<file path="config.mk">
export PLATFORM = sky130hd
export DESIGN_NAME = fsa_scan_sequencer_flat
export DESIGN_NICKNAME = d
export VERILOG_FILES = /design/src/rtl/fsa_scan_sequencer_if.sv /design/src/rtl/fsa_scan_sequencer.sv /design/src/flat_wrapper.sv
export SDC_FILE = /design/constraint.sdc
export NUM_CORES = 1
export LEC_CHECK = 0
export BUFFER_PORTS_ARGS = -buffer_cell sky130_fd_sc_hd__buf_2
export CORE_UTILIZATION = 35
export CTS_CLUSTER_DIAMETER = 50
export DETAILED_ROUTE_END_ITERATION = 8
export PLACE_DENSITY = 0.5
export SYNTH_ARGS = -nofsm -noshare
export SYNTH_HDL_FRONTEND = slang
export SYNTH_SLANG_ARGS = --single-unit
</file>
<file path="constraint.sdc">
create_clock -name clk -period 6.45 [get_ports clk]
set_input_delay 1.6125 -clock clk [delete_from_list [all_inputs] [get_ports clk]]
set_output_delay 1.6125 -clock clk [all_outputs]
set_load 0.005 [all_outputs]
</file>
<file path="src/rtl/fsa_scan_sequencer_if.sv">
// Analyzer-side bus of the fsa scan sequencer: aligned pixel strobe, positional flags, column index
// and the analyzer's result-latched pulse flowing back.
interface fsa_scan_sequencer_if #(
  parameter int C_IMG_WW = 12
);
  logic                wr_sof_d3;
  logic                rd_en_d3;
  logic                hfirst_p3;
  logic                hM3_p3;
  logic                hM2_p3;
  logic                hlast_p3;
  logic                wfirst_p3;
  logic                wlast_p3;
  logic [C_IMG_WW-1:0] x_d3;
  logic                ana_done;

  modport master (
    output wr_sof_d3, rd_en_d3, hfirst_p3, hM3_p3, hM2_p3, hlast_p3, wfirst_p3, wlast_p3, x_d3,
    input  ana_done
  );

  modport slave (
    input  wr_sof_d3, rd_en_d3, hfirst_p3, hM3_p3, hM2_p3, hlast_p3, wfirst_p3, wlast_p3, x_d3,
    output ana_done
  );
endinterface

</file>
<file path="src/rtl/fsa_scan_sequencer.sv">
// Frame-scan controller for the fsa analyzer: row/column sequencing, 3-stage aligned flags, result handshake.
// Optional FSA_SCAN_PERF_EN adds frame/stall cycle counters.
module fsa_scan_sequencer #(
  parameter int C_IMG_HW   = 12,
  parameter int C_IMG_WW   = 12,
  parameter int C_LINE_GAP = 2
) (
  input  logic                clk,
  input  logic                resetn,
  input  logic [C_IMG_WW-1:0] cfg_width,
  input  logic [C_IMG_HW-1:0] cfg_height,
  input  logic                sof,
  input  logic                rd_ready,
  output logic                busy,
  output logic                cfg_err,
  output logic                overrun,
  input  logic                res_ack,
  output logic                res_pending,
  output logic                res_lost,
  input  logic                err_clr,
`ifdef FSA_SCAN_PERF_EN
  output logic [31:0]         perf_frame_cycles,
  output logic [31:0]         perf_stall_cycles,
`endif
  fsa_scan_sequencer_if.master ana
);

  typedef enum logic [1:0] {ST_IDLE, ST_WAIT_RDY, ST_LINE, ST_GAP} state_t;

  localparam int               PW       = 8 + C_IMG_WW;
  localparam logic [3:0]       GAP_LAST = 4'(C_LINE_GAP - 1);
  localparam logic [C_IMG_WW-1:0] W_ONE = 1;
  localparam logic [C_IMG_WW-1:0] W_TWO = 2;
  localparam logic [C_IMG_HW-1:0] H_ONE = 1;
  localparam logic [C_IMG_HW-1:0] H_TWO = 2;
  localparam logic [C_IMG_HW-1:0] H_THR = 3;
  localparam logic [C_IMG_HW-1:0] H_FOU = 4;

  state_t              state_reg;
  logic [C_IMG_WW-1:0] w_reg, x_reg;
  logic [C_IMG_HW-1:0] h_reg, y_reg;
  logic [3:0]          gap_reg;
  logic                last_row_reg;
  logic                cfg_err_reg, overrun_reg, res_pending_reg, res_lost_reg;
  logic [PW-1:0]       pipe_reg [1:3];

  logic          cfg_ok, x_last, y_last, rd_en_raw, accept_sof;
  logic [PW-1:0] stage0;

  assign cfg_ok     = (cfg_width >= W_TWO) && (cfg_height >= H_FOU);
  assign accept_sof = (state_reg == ST_IDLE) && sof && cfg_ok;
  assign x_last     = (x_reg == w_reg - W_ONE);
  assign y_last     = (y_reg == h_reg - H_ONE);
  assign rd_en_raw  = (state_reg == ST_LINE);

  // hfirst is held through the pre-row-0 wait so the analyzer's per-frame clear always fires
  always_comb begin
    stage0 = '0;
    stage0[PW-1] = sof;
    stage0[PW-2] = rd_en_raw;
    stage0[PW-3] = accept_sof ||
                   (((state_reg == ST_WAIT_RDY) || rd_en_raw) && (y_reg == '0));
    stage0[PW-4] = rd_en_raw && (y_reg == h_reg - H_THR);
    stage0[PW-5] = rd_en_raw && (y_reg == h_reg - H_TWO);
    stage0[PW-6] = rd_en_raw && y_last;
    stage0[PW-7] = rd_en_raw && (x_reg == '0);
    stage0[PW-8] = rd_en_raw && x_last;
    stage0[C_IMG_WW-1:0] = rd_en_raw ? x_reg : '0;
  end

  always_ff @(posedge clk) begin
    if (!resetn) begin
      for (int i = 1; i <= 3; i++) pipe_reg[i] <= '0;
    end else begin
      pipe_reg[1] <= stage0;
      for (int i = 2; i <= 3; i++) pipe_reg[i] <= pipe_reg[i-1];
    end
  end

  assign ana.wr_sof_d3 = pipe_reg[3][PW-1];
  assign ana.rd_en_d3  = pipe_reg[3][PW-2];
  assign ana.hfirst_p3 = pipe_reg[3][PW-3];
  assign ana.hM3_p3    = pipe_reg[3][PW-4];
  assign ana.hM2_p3    = pipe_reg[3][PW-5];
  assign ana.hlast_p3  = pipe_reg[3][PW-6];
  assign ana.wfirst_p3 = pipe_reg[3][PW-7];
  assign ana.wlast_p3  = pipe_reg[3][PW-8];
  assign ana.x_d3      = pipe_reg[3][C_IMG_WW-1:0];

  always_ff @(posedge clk) begin
    if (!resetn) begin
      state_reg       <= ST_IDLE;
      w_reg           <= '0;
      h_reg           <= '0;
      x_reg           <= '0;
      y_reg           <= '0;
      gap_reg         <= '0;
      last_row_reg    <= 1'b0;
      cfg_err_reg     <= 1'b0;
      overrun_reg     <= 1'b0;
      res_pending_reg <= 1'b0;
      res_lost_reg    <= 1'b0;
    end else begin
      cfg_err_reg <= 1'b0;
      case (state_reg)
        ST_IDLE: begin
          if (sof) begin
            w_reg <= cfg_width;
            h_reg <= cfg_height;
            if (cfg_ok) begin
              y_reg     <= '0;
              state_reg <= ST_WAIT_RDY;
            end else begin
              cfg_err_reg <= 1'b1;
            end
          end
        end
        ST_WAIT_RDY: begin
          if (rd_ready) begin
            x_reg     <= '0;
            state_reg <= ST_LINE;
          end
        end
        ST_LINE: begin
          x_reg <= x_reg + W_ONE;
          if (x_last) begin
            y_reg        <= y_reg + H_ONE;
            last_row_reg <= y_last;
            gap_reg      <= '0;
            if (C_LINE_GAP == 0) state_reg <= y_last ? ST_IDLE : ST_WAIT_RDY;
            else                 state_reg <= ST_GAP;
          end
        end
        ST_GAP: begin
          gap_reg <= gap_reg + 4'd1;
          if (gap_reg == GAP_LAST) state_reg <= last_row_reg ? ST_IDLE : ST_WAIT_RDY;
        end
        default: state_reg <= ST_IDLE;
      endcase

      // error events take priority over a coincident clear
      if (sof && (state_reg != ST_IDLE)) overrun_reg <= 1'b1;
      else if (err_clr)                  overrun_reg <= 1'b0;

      if (ana.ana_done)     res_pending_reg <= 1'b1;
      else if (res_ack)     res_pending_reg <= 1'b0;

      if (ana.ana_done && res_pending_reg && !res_ack) res_lost_reg <= 1'b1;
      else if (err_clr)                                res_lost_reg <= 1'b0;
    end
  end

  assign busy        = (state_reg != ST_IDLE);
  assign cfg_err     = cfg_err_reg;
  assign overrun     = overrun_reg;
  assign res_pending = res_pending_reg;
  assign res_lost    = res_lost_reg;

`ifdef FSA_SCAN_PERF_EN
  logic [31:0] frame_cnt_reg, stall_cnt_reg;

  always_ff @(posedge clk) begin
    if (!resetn) begin
      frame_cnt_reg <= '0;
      stall_cnt_reg <= '0;
    end else if (accept_sof) begin
      frame_cnt_reg <= '0;
      stall_cnt_reg <= '0;
    end else if (state_reg != ST_IDLE) begin
      if (frame_cnt_reg != '1) frame_cnt_reg <= frame_cnt_reg + 32'd1;
      if ((state_reg == ST_WAIT_RDY) && (stall_cnt_reg != '1)) stall_cnt_reg <= stall_cnt_reg + 32'd1;
    end
  end

  assign perf_frame_cycles = frame_cnt_reg;
  assign perf_stall_cycles = stall_cnt_reg;
`endif

endmodule

</file>
<file path="src/flat_wrapper.sv">
// flat-port wrapper written by rule: the top's interface ports become plain ports
module fsa_scan_sequencer_flat 
#(
  parameter int C_IMG_HW   = 12,
  parameter int C_IMG_WW   = 12,
  parameter int C_LINE_GAP = 2
)
  (clk, resetn, cfg_width, cfg_height, sof, rd_ready, busy, cfg_err, overrun, res_ack, res_pending, res_lost, err_clr, ana_wr_sof_d3, ana_rd_en_d3, ana_hfirst_p3, ana_hM3_p3, ana_hM2_p3, ana_hlast_p3, ana_wfirst_p3, ana_wlast_p3, ana_x_d3, ana_ana_done);
  fsa_scan_sequencer_if #(.C_IMG_WW(C_IMG_WW)) ana_i ();
  input  logic clk;
  input  logic resetn;
  input  logic [C_IMG_WW-1:0] cfg_width;
  input  logic [C_IMG_HW-1:0] cfg_height;
  input  logic sof;
  input  logic rd_ready;
  output logic busy;
  output logic cfg_err;
  output logic overrun;
  input  logic res_ack;
  output logic res_pending;
  output logic res_lost;
  input  logic err_clr;
  output wire logic [$bits(ana_i.wr_sof_d3)-1:0] ana_wr_sof_d3;
  output wire logic [$bits(ana_i.rd_en_d3)-1:0] ana_rd_en_d3;
  output wire logic [$bits(ana_i.hfirst_p3)-1:0] ana_hfirst_p3;
  output wire logic [$bits(ana_i.hM3_p3)-1:0] ana_hM3_p3;
  output wire logic [$bits(ana_i.hM2_p3)-1:0] ana_hM2_p3;
  output wire logic [$bits(ana_i.hlast_p3)-1:0] ana_hlast_p3;
  output wire logic [$bits(ana_i.wfirst_p3)-1:0] ana_wfirst_p3;
  output wire logic [$bits(ana_i.wlast_p3)-1:0] ana_wlast_p3;
  output wire logic [$bits(ana_i.x_d3)-1:0] ana_x_d3;
  input wire logic [$bits(ana_i.ana_done)-1:0] ana_ana_done;
  assign ana_wr_sof_d3 = ana_i.wr_sof_d3;
  assign ana_rd_en_d3 = ana_i.rd_en_d3;
  assign ana_hfirst_p3 = ana_i.hfirst_p3;
  assign ana_hM3_p3 = ana_i.hM3_p3;
  assign ana_hM2_p3 = ana_i.hM2_p3;
  assign ana_hlast_p3 = ana_i.hlast_p3;
  assign ana_wfirst_p3 = ana_i.wfirst_p3;
  assign ana_wlast_p3 = ana_i.wlast_p3;
  assign ana_x_d3 = ana_i.x_d3;
  assign ana_i.ana_done = ana_ana_done;
  fsa_scan_sequencer #(.C_IMG_HW(C_IMG_HW), .C_IMG_WW(C_IMG_WW), .C_LINE_GAP(C_LINE_GAP)) u_core (.clk(clk), .resetn(resetn), .cfg_width(cfg_width), .cfg_height(cfg_height), .sof(sof), .rd_ready(rd_ready), .busy(busy), .cfg_err(cfg_err), .overrun(overrun), .res_ack(res_ack), .res_pending(res_pending), .res_lost(res_lost), .err_clr(err_clr), .ana(ana_i));
endmodule
</file>
==> results.md <==
- Status: finished, final reports clean
- End of the critical path: u_core.y_reg[4]
- Nets: 773
- Asr flop ratio synth: 0%
- Non-Filler Instances: 955
- PortBufs: 55
- NetSw: 812 uW
- Synthesis-to-finish area growth: 15.0%
- Routed via count: 4,918
- R2R cell count: 9
- CTS tree: yes
- Die X: 131 um
- Yosys warning count: 0
- Die Y: 131 um
- Placed Cells: 923
- Post-synth EDFFs: 0
- Max FO, Critical Path: 25
- Initial core utilization: 36.2%
- Worst reg2reg startpoint: u_core.w_reg[0]
- First-pass GRT wire length: 23.3 mm
- Slowest CP cell: or4_1
- Clk_lat worst skew: 0.42 ns
- Unique masters post-synth: 64
- Post-Synthesis Cells: 702
- GPL Wtd Cong: 0.889
- CP cell instances: inv_1 -> ha_1 -> nor3b_2 -> nand3_1 -> mux2i_1 -> a22oi_1 -> nand4_2 -> or4_1 -> a21oi_1
- Final min period: 3.28 ns
- Peak supply drop: 0.182 mV
- Initial drt markers: 308
- DP Wirelength: 9.95 mm
- Design Area, Final: 6680 um^2
- Pwr/cell area: 356 nW/um^2
- Io pins: 56
- Clk slew on worst S/H paths: 0.05 ns
- Sequential area share after synthesis: 41.0%
- Max incr delay on CP: 0.68 ns
- Root buf cell: clkbuf_16
- Slew margin rel.: 47.0%
- Fin. max-slew vios: 0
- Seq cells post-synth: 119
- Overall routing resource usage: 17.7%
- Via density: 5.15
- Leakage power: 0.00257 uW
- Total of max-cap violations: 0
- Setup bufs post-CTS: 0
- Post-Syn Nets: 749
- Sink Count: 119
- Prevailing post-synth register cell: dfxtp_1
- Largest net degree at the start of global routing: 67
- Antenna diode count: 0
- CTS Hold Bufs: 0
- Final period utilization: 50.8%
- Die area: 17,100 um^2
- Int Pwr: 1560 uW
- Post-CTS Resized: 0
- Hold wc startpoint: u_core.pipe_reg[0][43]
- Total power: 2370 uW
- Combinational power share: 27.0%
- Core Footprint: 16,100 um^2
- Drt first pass iters: 5
- Worst hold path class: reg -> reg
- DRC Markers: 0
- Share of cells above drive strength 1: 13.5%
- Antenna viol nets, final: 0
- Worst-Margin Slew: 0.794 ns
- Max FFs per register: 60
- Htree depth: 4
- Data required, critical path: 6.79 ns
- Sequential group share of total power: 36.2%
- Net Sw Frac: 34.2%
- Clock power frac: 36.8%
- Final setup TNS: 0 ns
- Critical Path Start Type: flop
- Critical Path AT: 3.62 ns
- Wirelength per Cell: 14.7 um
- Element type at the critical path end: flop
- Crit. Startpoint: u_core.w_reg[0]
- Clock buffer depth: 2
- Final setup viols: 0
- Unrepaired setup endpoints after global routing: false
- Vias in the first global route: 4,609
- Crit Path Category: reg -> reg
- Reg2Reg Setup Slack: 3.17 ns
- Overflow after GRT: 0
- Row count: 46
- Syn avg cell area: 8.27 um^2
- Initial antenna violation count: 0
- Hold slack: 0.429 ns
- End of the worst register-to-register path: u_core.y_reg[4]
- Clock buffer count from CTS: 17
- Final WL: 14.0 mm
- Placement Cell Area: 6120 um^2
- Final Hold Viols: 0
- Setup Skew: 0.00869 ns
- Mapped cell area: 5810 um^2
- Fmax: 0.305 GHz
cell type report:
type,count,area (um^2)
clock buffers,18,429
clock inverters,14,128
fillers,1637,9380
inverters,28,105
multi-input cells,501,3060
flip-flops and latches,119,2380
well taps,216,270
repair buffers,59,305
stage by stage:
stage | util, % | setup slack [ns]
after floorplan | - | 3.39
after global placement | 38.1 | 3.03
after detailed placement | 38.1 | 3.00
after CTS | 41.6 | 3.18
after global routing | 41.6 | 2.94
final | 41.6 | 3.17
cells by family after synthesis:
| logic type | count (synthesis) | share of synthesized area, % |
|---|---|---|
| AOI/OAI and AO/OA | 124 | 13.7 |
| xor gates and xnor gates | 43 | 6.48 |
| adders and majority gates | 16 | 3.45 |
| buffers and inverters | 82 | 6.36 |
| DFF | 119 | 41.0 |
| muxes | 5 | 0.862 |
| and+or+nand+nor | 313 | 28.2 |
layout by cell type, fill, tap and decap left out, types with 19 or more instances in the layout:
| cell | n |
|---|---|
| nor2_1 | 44 |
| o21ai_0 | 19 |
| xnor2_1 | 31 |
| dfxtp_1 | 119 |
| buf_2 | 55 |
| a21oi_1 | 48 |
| inv_1 | 27 |
| and2_1 | 43 |
| nand3_1 | 33 |
| nand2_1 | 94 |
routing by layer:
| layer | share of wire (%) | GRT usage [%] | vias to the layer above |
|---|---|---|---|
| met5 | 0 | 0 | - |
| met4 | 1.6 | 7.03 | 0 |
| li1 | - | - | 2481 |
| met3 | 4.6 | 4.52 | 16 |
| met2 | 43 | 26.1 | 129 |
| met1 | 51 | 24.6 | 2292 |
worst max-delay path: cells and delay by family (launching register included):
family	cells	cell delay, ns
and+or+nand+nor	4	1.90
AOI/OAI and AO/OA	2	0.46
DFF	1	0.39
adders and majority gates	1	0.22
muxes	1	0.15
buffers and inverters	1	0.09
how the worst min path moves through the flow:
stage | endpoint | slack (ns) | cells after the start
2_1_floorplan | u_core.pipe_reg[0][40] | 0.41 | 1
3_3_place_gp | u_core.pipe_reg[0][58] | 0.42 | 1
3_5_place_dp | u_core.pipe_reg[0][77] | 0.42 | 1
4_1_cts | u_core.pipe_reg[0][50] | 0.43 | 1
5_1_grt | u_core.pipe_reg[0][50] | 0.44 | 1
6_report | u_core.pipe_reg[0][63] | 0.43 | 1
power groups by stage:
stage	clock, uW	sequential [uW]	combinational (uW)
floorplan	0	835	514
CTS	894	858	638
finish	874	859	641
global route	934	867	720
detailed placement	0	874	635
global placement	0	871	621
Yosys cell counts (all sizes together) (9+ instances only):
master / number / area [um^2]
a21oi: 48 / 240
and2: 43 / 269
and3: 18 / 114
buf: 22 / 144
clkbuf: 32 / 120
dfxtp: 119 / 2380
ha: 16 / 200
inv: 27 / 101
nand2: 94 / 353
nand3: 33 / 165
nand4: 9 / 62.6
nor2: 44 / 165
nor3: 17 / 85.1
nor4: 15 / 124
o211ai: 12 / 90.1
o21ai: 23 / 115
or4: 12 / 90.1
xnor2: 31 / 272
xor2: 12 / 105
Note: power is estimated with default switching activity, not from simulation.
